`src/rtl/pc_fetch_unit.sv`:
```
// Program counter and next-PC stage feeding the instruction memory (word addressed).
// Handles redirects, stall, halt/resume, out-of-range fetch trapping and a retire counter.
module pc_fetch_unit #(
  parameter logic [31:0] RESET_PC = 32'd0,
  parameter int unsigned IM_DEPTH = 32
) (
  input  logic        CLK,
  input  logic        RST,
  input  logic        STALL,
  input  logic        BRANCH_TAKEN,
  input  logic [15:0] BR_IMM,
  input  logic        JUMP,
  input  logic [25:0] JUMP_TARGET,
  input  logic        JR,
  input  logic [31:0] JR_ADDR,
  input  logic        HALT_REQ,
  input  logic        RESUME,
  output logic [31:0] PC,
  output logic [31:0] PC_PLUS1,
  output logic        HALTED,
  output logic        FAULT,
  output logic [31:0] RETIRED
);

  localparam logic [31:0] LP_DEPTH = 32'(IM_DEPTH);

  typedef enum logic [1:0] {
    S_RUN,
    S_HALT,
    S_FAULT
  } state_t;

  state_t      r_state;
  logic [31:0] r_pc;
  logic [31:0] r_retired;
  logic        r_halted;
  logic        r_fault;

  logic [31:0] w_pc_plus1;
  logic [31:0] w_br_target;
  logic [31:0] w_next;
  logic        w_next_oob;
  logic        w_seq_oob;

  assign w_pc_plus1  = r_pc + 32'd1;
  assign w_br_target = w_pc_plus1 + {{16{BR_IMM[15]}}, BR_IMM};

  always_comb begin
    w_next = w_pc_plus1;
    if (JR)                w_next = JR_ADDR;
    else if (JUMP)         w_next = {r_pc[31:26], JUMP_TARGET};
    else if (BRANCH_TAKEN) w_next = w_br_target;
  end

  // Unsigned compare: a branch that wraps below zero lands here as a huge address.
  assign w_next_oob = (w_next >= LP_DEPTH);
  assign w_seq_oob  = (w_pc_plus1 >= LP_DEPTH);

  always_ff @(posedge CLK) begin
    if (RST) begin
      r_state   <= S_RUN;
      r_pc      <= RESET_PC;
      r_retired <= '0;
      r_halted  <= 1'b0;
      r_fault   <= 1'b0;
    end else begin
      case (r_state)
        S_RUN: begin
          if (!STALL) begin
            r_retired <= r_retired + 32'd1;
            if (HALT_REQ) begin
              r_state  <= S_HALT;
              r_halted <= 1'b1;
            end else if (w_next_oob) begin
              r_state <= S_FAULT;
              r_fault <= 1'b1;
            end else begin
              r_pc <= w_next;
            end
          end
        end
        S_HALT: begin
          if (RESUME) begin
            r_halted <= 1'b0;
            if (w_seq_oob) begin
              r_state <= S_FAULT;
              r_fault <= 1'b1;
            end else begin
              r_state <= S_RUN;
              r_pc    <= w_pc_plus1;
            end
          end
        end
        S_FAULT: begin
          r_state <= S_FAULT;
        end
        default: begin
          r_state  <= S_FAULT;
          r_halted <= 1'b0;
          r_fault  <= 1'b1;
        end
      endcase
    end
  end

  assign PC       = r_pc;
  assign PC_PLUS1 = w_pc_plus1;
  assign HALTED   = r_halted;
  assign FAULT    = r_fault;
  assign RETIRED  = r_retired;

endmodule

```
`config.mk`:
```
export PLATFORM = sky130hd
export DESIGN_NAME = pc_fetch_unit
export DESIGN_NICKNAME = d
export VERILOG_FILES = /design/src/rtl/pc_fetch_unit.sv
export SDC_FILE = /design/constraint.sdc
export NUM_CORES = 1
export LEC_CHECK = 0
export BUFFER_PORTS_ARGS = -buffer_cell sky130_fd_sc_hd__buf_2
export CELL_PAD_IN_SITES_DETAIL_PLACEMENT = 2
export CELL_PAD_IN_SITES_GLOBAL_PLACEMENT = 2
export CORE_ASPECT_RATIO = 0.7
export CORE_MARGIN = 2
export CORE_UTILIZATION = 32
export DETAILED_ROUTE_END_ITERATION = 10
export PLACE_DENSITY = 0.9
export SLEW_MARGIN = 20
export SYNTH_ARGS = -nofsm -noshare
export SYNTH_HDL_FRONTEND = slang
export SYNTH_SLANG_ARGS = --single-unit
export TNS_END_PERCENT = 50
```
`constraint.sdc`:
```
create_clock -name CLK -period 13.7 [get_ports CLK]
set_input_delay 0 -clock CLK [delete_from_list [all_inputs] [get_ports CLK]]
set_output_delay 0 -clock CLK [all_outputs]
set_load 0.02 [all_outputs]
```
==> impl_metrics.csv <==
group,metric,value,unit
power,p_total,0.573,mW
timing,hold_viol,0,
detailed_routing,antenna_left,0,
floorplanning,dieArea,21200,sq um
timing,report.final.setup_viol,0,
global_routing,grt-ovfl-total,0,
power,pwr_density_cell,73.3,nW/um^2
worst_setup_path,path_class,"reg -> reg",
clock_network,numClockSinks,68,
timing,rsz0062_at_grt,"no",
detailed_routing,via_count,7610,
clock_network,htreeDepth,3,
worst_setup_path,critPathMaxFanout,25,
worst_setup_path,reg2reg_slack,7.24,ns
clock_network,clock_latency,0.34,ns
power,leakage,3.43,nW
floorplanning,die_width,173,um
floorplanning,pin_count,180,
detailed_routing,wl,30200,um
timing,fmaxAchievable,155,MHz
final_layout,n_antenna_cell,0,
worst_setup_path,cp_slowest_stage_delay,0.77,ns
logic_synthesis,ys_ff_latch,68,
placement,dp_cells,1272,
power,irDropWorstVdd,0.0000597,V
global_routing,grt_max_degree,45,
logic_synthesis,syn_area,6410,sq um
clock_network,cts_made_buffers,9,
placement,io_buffers,179,
logic_synthesis,ys_warn_count,0,
worst_setup_path,arrival,6.68,ns
timing,finClkSkew,0.00468,ns
placement,gp_congestion,0.990,
timing,relSlewSlack,39.6,%
worst_setup_path,critPathCapture,"PC[13]$_SDFFE_PP0P_",
final_layout,layout_commonest_cell,"buf_2",
global_routing,grt_pass1_vias,7966,
worst_setup_path,cp-end-kind,"register",
logic_synthesis,synthCells,869,
final_layout,drive_above_1_share,21.8,%
detailed_routing,wl_per_cell,23.4,um
clock_network,cts_hold_buf,0,
worst_setup_path,startpoint_type,"register",
logic_synthesis,seq_area_frac_synth,21.2,%
clock_network,root_buffer,"clkbuf_16",
timing,fin_crit,6.46,ns
logic_synthesis,synthArstFlopShare,0,%
floorplanning,core,19700,sq um
global_routing,grt_usage,28.4,%
timing,tightest_slew,0.903,ns
floorplanning,fp.dieH,122,um
final_layout,final_cell_mix,"buf_2 (179), nor2_1 (87), nand2_1 (79)",
final_layout,nFillCells,2347,
global_routing,antenna_found_initial,0,
job,drv_cap,0,
logic_synthesis,synth_ff_type,"dfxtp_1",
detailed_routing,routed_via_density,5.91,
final_layout,instances_no_fill,1288,
floorplanning,initial_core_util,32.5,%
final_layout,post-route-util,39.6,%
detailed_routing,drcViolationCount,0,
placement,place_hpwl,24000,um
worst_setup_path,r2r_end,"PC[13]$_SDFFE_PP0P_",
worst_setup_path,cp.required,13.93,ns
worst_setup_path,cp-startpoint,"PC[0]$_SDFFE_PP0P_",
detailed_routing,first_pass_iters,4,
worst_setup_path,r2r_start,"PC[0]$_SDFFE_PP0P_",
logic_synthesis,synth.distinct_cells,73,
worst_setup_path,crit_slowest_cell,"nor4_1",
logic_synthesis,synth_fp_nets,992,
clock_network,cts_resized,0,
detailed_routing,initialDrtViolationCount,574,
clock_network,clockBufferDepth,2,
timing,fin_crit_sh,47.1,%
logic_synthesis,avgSynthCellArea,7.38,sq um
clock_network,clk_pin_slew,0.06,ns
clock_network,postCtsSetupBuffers,0,
worst_setup_path,path_cells,"ha_1, nand3_1, nor4_1, nand4_1, xnor2_1, ha_1, a21oi_1, o21ai_0, a21oi_1, a2111oi_0, a221oi_1, o22ai_1, nor4_1, o2111a_1, nand4_1, nor3_4, nor3_4, and2_1",
worst_setup_path,reg2reg_depth,18,
timing,drv_slew,0,
logic_synthesis,synth-edff-count,0,
final_layout,nets,1136,
clock_network,cts_tree,"done",
status,status,"finished clean",
global_routing,grt_pass1_wl,47100,um
final_layout,synthToLayoutAreaGrowth,21.8,%
worst_hold_path,hp-class,"in -> reg",
timing,tns,0,ns
floorplanning,row_count,43,
## registers in the layout (all words and copies together) (netlist names)
register	count
FAULT	1
HALTED	1
PC	32
r_state	2
RETIRED	32
## cell families after synthesis
| group | Yosys count | synth area share, % |
|---|---|---|
| simple gates | 385 | 31.2 |
| compound gates | 221 | 23.5 |
| xor+xnor | 73 | 9.97 |
| buf+inv | 72 | 4.56 |
| flops | 68 | 21.2 |
| fa+ha+maj | 41 | 8.12 |
| mux | 9 | 1.44 |
## cells in the mapped netlist, types with 4 or more instances
cell type   n  area, sq um
a21o_1     13         97.6
and3_1     16          100
o21ai_0    43          215
o2111ai_1   4         35.0
mux2i_1     7         70.1
or3_1      17          106
nor4_1     14         87.6
nand4_1    36          225
or4_1       7         52.6
ha_1       40          500
a21oi_1    49          245
o211ai_1   12         90.1
and2_1     31          194
or2_2       7         43.8
nand2_1    79          297
inv_1      22         82.6
o31a_1      4         35.0
dfxtp_1    68         1360
xnor2_1    38          333
a221o_1     4         40.0
nand2b_1    9         56.3
a31oi_1    10         62.6
nor3_1     19         95.1
and4_1     10         87.6
o22ai_1     6         37.5
nand3_1    36          180
a211oi_1    8         60.1
nor2_1     87          327
buf_2       6         30.0
o221ai_1    7         61.3
o21a_1     14          105
a2111oi_0   4         35.0
xor2_1     35          307
a221oi_1    6         52.6
clkbuf_1   40          150
## metrics by stage
stage	cell area (sq um)	setup WS, ns	hold slack (ns)
after CTS	7810	7.21	0.0594
after detailed placement	7470	7.25	0.398
after global routing	7810	6.74	0.0644
after floorplan	6410	8.45	0.209
final	7810	7.24	0.0744
after global placement	7470	7.45	0.372
## power breakdown
part	internal (mW)	switching, mW	leakage, nW
sequential	0.200	0.00347	0.549
combinational	0.0354	0.0646	2.72
clock	0.177	0.0920	0.161
## worst min path at each step
stage / startpoint / to / slack, ns / cells after the start
floorplan: HALT_REQ / r_state[0]$_SDFFE_PP0P_ / 0.21 / 2
global placement: RESUME / HALTED$_SDFFE_PP0P_ / 0.37 / 4
detailed placement: HALT_REQ / r_state[1]$_SDFFE_PP0P_ / 0.40 / 3
CTS: HALT_REQ / r_state[1]$_SDFFE_PP0P_ / 0.06 / 3
global route: HALT_REQ / r_state[1]$_SDFFE_PP0P_ / 0.06 / 3
finish: HALT_REQ / r_state[1]$_SDFFE_PP0P_ / 0.07 / 3
## per-layer routing
layer	vias up	global-route usage (%)	wire length (um)
met5	-	0	0
met4	0	4.61	449
met3	39	6.91	2420
met2	284	43.6	12700
met1	3794	40.7	14600
li1	3493	-	-
## critical path: cells and delay by family, from the launching register on
kind / cells / cell delay (ns)
xor+xnor: 1 / 0.47
compound gates: 7 / 2.03
simple gates: 8 / 2.60
flops: 1 / 0.53
fa+ha+maj: 2 / 0.72
## area by class of cell
class / count / area (sq um) / share of cell area (%)
multi-input cells: 729 / 4770 / 61.0
repair buffers: 183 / 926 / 11.8
flip-flops and latches: 68 / 1360 / 17.4
inverters: 22 / 82.6 / 1.06
clock buffers: 9 / 225 / 2.88
clock inverters: 7 / 115 / 1.47
well taps: 270 / 338 / 4.32
Note: power is estimated with default switching activity, not from simulation.
